### config.mk
export PLATFORM = sky130hd
export DESIGN_NAME = seg7_frame_reader
export DESIGN_NICKNAME = d
export VERILOG_FILES = /design/src/rtl/seg7_frame_reader.sv
export SDC_FILE = /design/constraint.sdc
export NUM_CORES = 1
export LEC_CHECK = 0
export CORE_MARGIN = 2
export CORE_UTILIZATION = 30
export CTS_CLUSTER_DIAMETER = 80
export DETAILED_ROUTE_END_ITERATION = 10
export PLACE_DENSITY = 0.57
export SLEW_MARGIN = 10
export SYNTH_ARGS = -nofsm -noshare
export SYNTH_HDL_FRONTEND = slang
export SYNTH_SLANG_ARGS = --single-unit
### constraint.sdc
create_clock -name clk -period 2.9 [get_ports clk]
set_input_delay 0.58 -clock clk [delete_from_list [all_inputs] [get_ports clk]]
set_output_delay 0.58 -clock clk [all_outputs]
set_load 0.03 [all_outputs]
### src/rtl/seg7_frame_reader.sv
// Receive side of a multiplexed seven-segment display: debounces each digit,
// decodes glyphs to BCD and converts each complete frame to a binary value.
module seg7_frame_reader #(
  parameter int unsigned NUM_DIGITS     = 2,
  parameter int unsigned STABLE_CYCLES  = 4,
  parameter int unsigned VAL_W          = 7,
  parameter bit          SEG_ACTIVE_LOW = 1'b0
) (
  input  logic                    clk,
  input  logic                    master_reset,
  input  logic [6:0]              seg_in,
  input  logic [NUM_DIGITS-1:0]   digit_sel,
  input  logic                    err_clr,
  output logic [4*NUM_DIGITS-1:0] digits_bcd,
  output logic [VAL_W-1:0]        value,
  output logic                    value_valid,
  output logic                    err_glyph,
  output logic                    err_sel
);

  localparam int unsigned SAMP_W = NUM_DIGITS + 7;
  localparam int unsigned CNT_W  = $clog2(STABLE_CYCLES + 1);
  localparam int unsigned IDX_W  = (NUM_DIGITS > 1) ? $clog2(NUM_DIGITS) : 1;
  localparam int unsigned BCD_W  = 4 * NUM_DIGITS;

  typedef enum logic [1:0] {
    S_COLLECT,
    S_CONVERT,
    S_PUBLISH
  } state_e;

  state_e            state_q, state_d;
  logic [SAMP_W-1:0] samp_q, samp_d;
  logic [CNT_W-1:0]  cnt_q, cnt_d;
  logic [NUM_DIGITS-1:0] seen_q, seen_d;
  logic [BCD_W-1:0]  slots_q, slots_d;
  logic [BCD_W-1:0]  snap_q, snap_d;
  logic [VAL_W-1:0]  acc_q, acc_d;
  logic [IDX_W-1:0]  idx_q, idx_d;
  logic [VAL_W-1:0]  value_q, value_d;
  logic [BCD_W-1:0]  bcd_q, bcd_d;
  logic              vv_q, vv_d;
  logic              eg_q, eg_d;
  logic              es_q, es_d;

  logic [SAMP_W-1:0]     cur_c;
  logic                  same_c;
  logic                  accept_c;
  logic                  multi_c;
  logic [6:0]            seg_eff_c;
  logic [4:0]            glyph_c;
  logic [NUM_DIGITS-1:0] new_seen_c;
  logic [NUM_DIGITS-1:0] seen_base_c;
  logic [3:0]            digit_c;

  // Returns {legal, bcd} for an active-high segment pattern; blank reads as 0.
  function automatic logic [4:0] decode(input logic [6:0] s);
    logic [4:0] r;
    case (s)
      7'h3F, 7'h00: r = {1'b1, 4'd0};
      7'h06:        r = {1'b1, 4'd1};
      7'h5B:        r = {1'b1, 4'd2};
      7'h4F:        r = {1'b1, 4'd3};
      7'h66:        r = {1'b1, 4'd4};
      7'h6D:        r = {1'b1, 4'd5};
      7'h7D:        r = {1'b1, 4'd6};
      7'h07:        r = {1'b1, 4'd7};
      7'h7F:        r = {1'b1, 4'd8};
      7'h6F:        r = {1'b1, 4'd9};
      default:      r = {1'b0, 4'd0};
    endcase
    return r;
  endfunction

  always_comb begin
    cur_c     = {digit_sel, seg_in};
    same_c    = (cur_c == samp_q);
    seg_eff_c = SEG_ACTIVE_LOW ? ~seg_in : seg_in;
    glyph_c   = decode(seg_eff_c);
    multi_c   = |(digit_sel & (digit_sel - NUM_DIGITS'(1)));
    digit_c   = snap_q[{idx_q, 2'b00} +: 4];

    samp_d  = cur_c;
    state_d = state_q;
    seen_d  = seen_q;
    slots_d = slots_q;
    snap_d  = snap_q;
    acc_d   = acc_q;
    idx_d   = idx_q;
    value_d = value_q;
    bcd_d   = bcd_q;
    vv_d    = 1'b0;
    eg_d    = eg_q & ~err_clr;
    es_d    = es_q & ~err_clr;
    new_seen_c  = '0;
    seen_base_c = seen_q;

    // Run-length counter: fires once when a repeated sample reaches the threshold.
    if (!same_c) begin
      cnt_d = CNT_W'(1);
    end else if (cnt_q < CNT_W'(STABLE_CYCLES)) begin
      cnt_d = cnt_q + CNT_W'(1);
    end else begin
      cnt_d = cnt_q;
    end
    accept_c = (cnt_d == CNT_W'(STABLE_CYCLES)) &&
               (!same_c || (cnt_q != CNT_W'(STABLE_CYCLES)));

    if (accept_c && (|digit_sel)) begin
      if (multi_c) begin
        es_d = 1'b1;
      end else if (!glyph_c[4]) begin
        eg_d = 1'b1;
      end else begin
        new_seen_c = digit_sel;
        for (int i = 0; i < int'(NUM_DIGITS); i++) begin
          if (digit_sel[i]) slots_d[4*i +: 4] = glyph_c[3:0];
        end
      end
    end

    case (state_q)
      S_COLLECT: begin
        if (&seen_q) begin
          snap_d      = slots_q;
          seen_base_c = '0;
          acc_d       = '0;
          idx_d       = IDX_W'(NUM_DIGITS - 1);
          state_d     = S_CONVERT;
        end
      end
      S_CONVERT: begin
        acc_d = acc_q * VAL_W'(10) + VAL_W'(digit_c);
        if (idx_q == '0) begin
          value_d = acc_d;
          bcd_d   = snap_q;
          vv_d    = 1'b1;
          state_d = S_PUBLISH;
        end else begin
          idx_d = idx_q - IDX_W'(1);
        end
      end
      S_PUBLISH: state_d = S_COLLECT;
      default:   state_d = S_COLLECT;
    endcase

    seen_d = seen_base_c | new_seen_c;
  end

  always_ff @(posedge clk or negedge master_reset) begin
    if (!master_reset) begin
      state_q <= S_COLLECT;
      samp_q  <= '0;
      cnt_q   <= '0;
      seen_q  <= '0;
      slots_q <= '0;
      snap_q  <= '0;
      acc_q   <= '0;
      idx_q   <= '0;
      value_q <= '0;
      bcd_q   <= '0;
      vv_q    <= 1'b0;
      eg_q    <= 1'b0;
      es_q    <= 1'b0;
    end else begin
      state_q <= state_d;
      samp_q  <= samp_d;
      cnt_q   <= cnt_d;
      seen_q  <= seen_d;
      slots_q <= slots_d;
      snap_q  <= snap_d;
      acc_q   <= acc_d;
      idx_q   <= idx_d;
      value_q <= value_d;
      bcd_q   <= bcd_d;
      vv_q    <= vv_d;
      eg_q    <= eg_d;
      es_q    <= es_d;
    end
  end

  assign digits_bcd  = bcd_q;
  assign value       = value_q;
  assign value_valid = vv_q;
  assign err_glyph   = eg_q;
  assign err_sel     = es_q;

endmodule

======== Word-level counts from Yosys, hierarchy flattened ========
Cells that the tools add are included.
storage, ports and cells
  bits in registers ....................... 58
  bits of input ports ..................... 12
  output and inout port bits .............. 18
  logic and storage cells ................. 84
operators by class
  multipliers ............................. 1
  muxes and demuxes ....................... 23
  reduce and logical (&&, ||, !) cells .... 17
  eq/ne operators ......................... 16
  add/subtract/negate cells ............... 4
  bitwise logic cells ..................... 7
  shift-type cells ........................ 1
  order comparisons ....................... 1
operators with widths
  cell                   number
  $pmux W5 S10           1
  $eq A7 B7 Y1 const B   7
  $eq A7 B3 Y1 const B   2
  $mux W2                7
  $pmux W7 S2            1
  $eq A9 B9 Y1           1
  $mux W1                9
  $reduce_and A2 Y1      4
  $reduce_and A4 Y1      2
  $shiftx A8 B4 Y4       1
  $add A7 B4 Y7          1
  $eq A7 B6 Y1 const B   1
  $logic_not A7 Y1       1
  $mul A7 B3 Y6 const B  1
  $mux W7                1
  $mux W3                2
  $reduce_or A2 Y1       3
  $ne A2 B2 Y1 const B   2
  $pmux W2 S2            1
  $add A3 B1 Y3 const B  1
  $eq A3 B3 Y1 const B   1
  $lt A3 B3 Y1 const B   1
  $ne A3 B3 Y1 const B   1
  $not A1 Y1             3
  other kinds (13)       15

======== Logic depth before layout (Yosys ltp) ========
  word-level depth ........................ 8
  mapped depth ............................ 9
  mapped depth without buffers ............ 8

======== Worst setup path before layout ========
Ideal clock, no wire load.
  kind .................................... input -> register
  from .................................... input seg_in[4]
  to ...................................... register slots_q[1]
  arrival time ............................ 2172 ps
  required time ........................... 2775 ps
  stages .................................. 6
  path buffers ............................ 1
  setup slack ............................. 603 ps
  setup time .............................. 125 ps
  cell sequence ........................... buf_2 or4_4 nor3_2 nor3_1 a211oi_2 mux2_2
on the way
  cells in the longest elaborated chain, start to end .. 6
  elaborated cells on any way between the ends .. 21
  those cells by class .................... 12 x eq/ne; 2 x mux; 7 x reduce/logical
ends and longest elaborated chain
  element                                             RTL line  source
  start: declaration                                  11        input logic [6:0] seg_in,
  $eq A9 B9 Y1                                        77        same_c = (cur_c == samp_q);
  $mux W3 or $logic_not A1 Y1 (tied branches)         99, 107
  $eq A3 B3 Y1 or $logic_or A1 B1 Y1 (tied branches)  106, 107
  $logic_and A1 B1 Y1                                 106       accept_c = (cnt_d == CNT_W'(STABLE_CYCLES)) &&
  $logic_and A1 B1 Y1                                 109       if (accept_c && (|digit_sel)) begin
  $reduce_and A4 Y1 (no line)                         -
  end signal: assignment                              170       slots_q <= slots_d;
  end: declaration                                    36        logic [BCD_W-1:0] slots_q, slots_d;
Several ways; a longest one is shown, not always the timed one.
A chain may end at the register's enable or synchronous reset.

======== Worst setup path after layout ========
  from .................................... input seg_in[3]
  to ...................................... register slots_q[3]
The elaborated chain is that of the path after synthesis.

==> results.sh <==
export IMPL_outcome="finished, final reports clean"
export IMPL_hold_path_class="input pin to asynchronous set/reset pin"
export IMPL_reg2reg_slack_ns=0.67
export IMPL_post_cts_buffers=0
export IMPL_cts_root_buf="clkbuf_8"
export IMPL_syn_cell_area_mm2=0.00273
export IMPL_power_frac_seq_pct=46.2
export IMPL_ys_flop_type="dfrtp_1"
export IMPL_io_buffers=29
export IMPL_drc=0
export IMPL_critPathArrivalTime_ns=2.66
export IMPL_io_pins=30
export IMPL_cp_end_kind="flop"
export IMPL_period_minus_slack_ns=2.43
export IMPL_drt_wl_total_um=5320
export IMPL_routedWlPerCell_um=13.2
export IMPL_startpoint_type="input pin"
export IMPL_combPwrFrac_pct=4.9
export IMPL_fin_tns_setup_ns=0
export IMPL_synth_area_leaders="dfrtp_1, nand2_1, mux2_2"
export IMPL_rsz0062_at_grt="no"
export IMPL_clockBufferDepth=2
export IMPL_die_area_mm2=0.00988
export IMPL_hold_violations=0
export IMPL_num_antenna_cells=0
export IMPL_cts_tree="yes"
export IMPL_worstMarginPinSlew_ns=0.771
export IMPL_synth_edf_count=0
export IMPL_cts_resized=0
export IMPL_finClkSkew_ns=0.00741
export IMPL_gp_congestion=0.845
export IMPL_slew_headroom_pct=48.6
export IMPL_final_common_cell="dfrtp_1"
export IMPL_yosys_area_top_type="dfrtp_1"
export IMPL_setup_viol=0
export IMPL_slowest_stage="clkdlybuf4s50_1"
export IMPL_power_total_mw=1.74
export IMPL_h_tree_depth=3
export IMPL_drtIter0Drc=45
export IMPL_drv_cap=0
export IMPL_yosys_warnings=0
export IMPL_swShare_pct=21.7
export IMPL_synth_cells=254
export IMPL_hpwl_um=3880
export IMPL_p_per_area_mw_per_mm2=513
export IMPL_grt_use_total_pct=11.8
export IMPL_dr_pass1_iters=4
export IMPL_clkTransAtPathRegs_ns=0.06
export IMPL_fp_dieW_um=99.4
export IMPL_crit_fanout=7
export IMPL_pwr_share_clk_pct=48.9
export IMPL_synth_avg_cell_area_um2=10.8
export IMPL_r2r_cells=7
export IMPL_num_vias=1898
export IMPL_antenna_left=0
export IMPL_fp_dieH_um=99.4
export IMPL_final_cell_mix="dfrtp_1, nand2_1, clkdlybuf4s50_1"
export IMPL_leakage_nw=1.57
export IMPL_start_util_pct=31.2
export IMPL_grt_pass1_vias=1873
export IMPL_synthToLayoutAreaGrowth_pct=24.3
export IMPL_clock_sinks=57
export IMPL_clk_latency_ns=0.34
export IMPL_crit_chain="clkdlybuf4s50_1 -> buf_4 -> nand2_1 -> nor4b_1 -> nor3_1 -> a211oi_2 -> mux2_2"
export IMPL_avgViaCountPerCell=4.70
export IMPL_synth_net_count=277
export IMPL_vdd_drop_max_mv=0.178
export IMPL_required_ns=3.13
export IMPL_synth_seq_cells=57
export IMPL_worstReg2RegStart="cnt_q[0]"
export IMPL_synth_cell_types=42
export IMPL_postSynth_asyncResetShare_pct=100
export IMPL_p_int_mw=1.36
export IMPL_core_area_mm2=0.00876
export IMPL_ctsHoldBuffers=0
export IMPL_path_class="input pin to flop"
export IMPL_grt_overflow=0
export IMPL_numCtsBuffers=9
export IMPL_ys_seq_area_share_pct=52.2
export IMPL_finalCritPeriodShare_pct=83.9
export IMPL_grt_max_degree=36
export IMPL_fmax_mhz=411
export IMPL_fp_row_count=34
export IMPL_grt_pass1_wl_um=9080
export IMPL_reg2reg_to="slots_q[7]"
export IMPL_p_sw_mw=0.378
export IMPL_nets=314
export IMPL_cpPeakStageDelay_ns=0.57
export IMPL_drive_gt1_share_pct=16.6
export IMPL_antenna_found_initial=0
export IMPL_netlist_area_leader_share_pct=52.2
export IMPL_slew_violations=0
logic make-up after synthesis:
group / after synthesis / synth area share [%]
multiplexers: 19 / 7.60
AO/OA/AOI/OAI: 33 / 8.29
adder cells (fa/ha/maj): 11 / 5.59
XOR/XNOR: 21 / 6.73
flip-flops: 57 / 52.2
AND/OR/NAND/NOR: 83 / 15.0
buffers and inverters: 30 / 4.58
per-stage QoR:
step	setup slack, ns	cells	utilization [%]	cell area [um2]	hold WS (ns)
finish	0.466	404	38.7	3390	0.318
global route	0.282	404	38.7	3390	0.368
CTS	0.458	404	38.7	3390	0.338
detailed placement	0.115	388	36.1	3170	0.467
global placement	0.148	388	36.1	3170	0.463
floorplan	0.603	254	-	2730	0.284
area by class of cell:
class | count | area (um2)
fill | 860 | 5370
sequential | 57 | 1430
inverter | 17 | 63.8
clock buffer | 11 | 151
tap | 108 | 135
clock inverter | 5 | 77.6
timing repair buffer | 39 | 360
multi-input combinational | 167 | 1180
worst max-delay path: cells and delay by family:
family	cells	cell delay (ns)
multiplexers	1	0.38
AO/OA/AOI/OAI	1	0.34
buffers and inverters	2	0.75
AND/OR/NAND/NOR	3	0.60
flip-flops by register name, indices dropped and copies added (netlist names):
signal	flops
acc_q	6
err_sel	1
idx_q	1
value_valid	1
samp_q	9
slots_q	8
cnt_q	3
digits_bcd	8
seen_q	2
snap_q	8
state_q	2
value	7
err_glyph	1
worst max path at each step:
stage / start / end / slack (ns) / cells past startpoint
finish: seg_in[3] / slots_q[3] / 0.47 / 7
global route: seg_in[3] / slots_q[4] / 0.28 / 8
global placement: seg_in[4] / slots_q[5] / 0.15 / 7
CTS: seg_in[1] / seen_q[1] / 0.46 / 7
floorplan: seg_in[4] / slots_q[1] / 0.60 / 6
detailed placement: seg_in[3] / slots_q[3] / 0.11 / 7
power groups by stage:
stage,Sequential [mW],Clock [mW],Combinational [mW]
floorplan,0.819,0,0.0394
global placement,0.819,0,0.0871
detailed placement,0.819,0,0.0876
CTS,0.804,0.874,0.0876
global route,0.804,0.917,0.0955
finish,0.804,0.850,0.0851
layer usage:
metal  share of wire (%)  wire length, um  vias up  GRT usage, %
li1                    -                -      941             -
met1                  47             2490      918          15.1
met2                  47             2490       29          18.2
met3                 4.0              214       10          3.58
met4                 2.3              120        0          6.01
met5                   0                0        -             0
synth_stat cells (2+ instances only):
master	count
mux2_2	14
nor4_1	4
nor4b_1	2
xor2_1	15
nor3_2	2
o21ai_0	9
nand3_1	3
mux2i_1	5
ha_1	9
a211oi_2	2
o31ai_1	4
fa_1	2
o22ai_1	8
buf_2	4
inv_1	16
nand4_1	2
nor3_1	7
nand2b_1	2
clkbuf_1	8
xnor2_1	6
a21o_1	4
dfrtp_1	57
nand2_1	48
nor2_1	3
No activity file was read; power rests on OpenSTA's default activity.
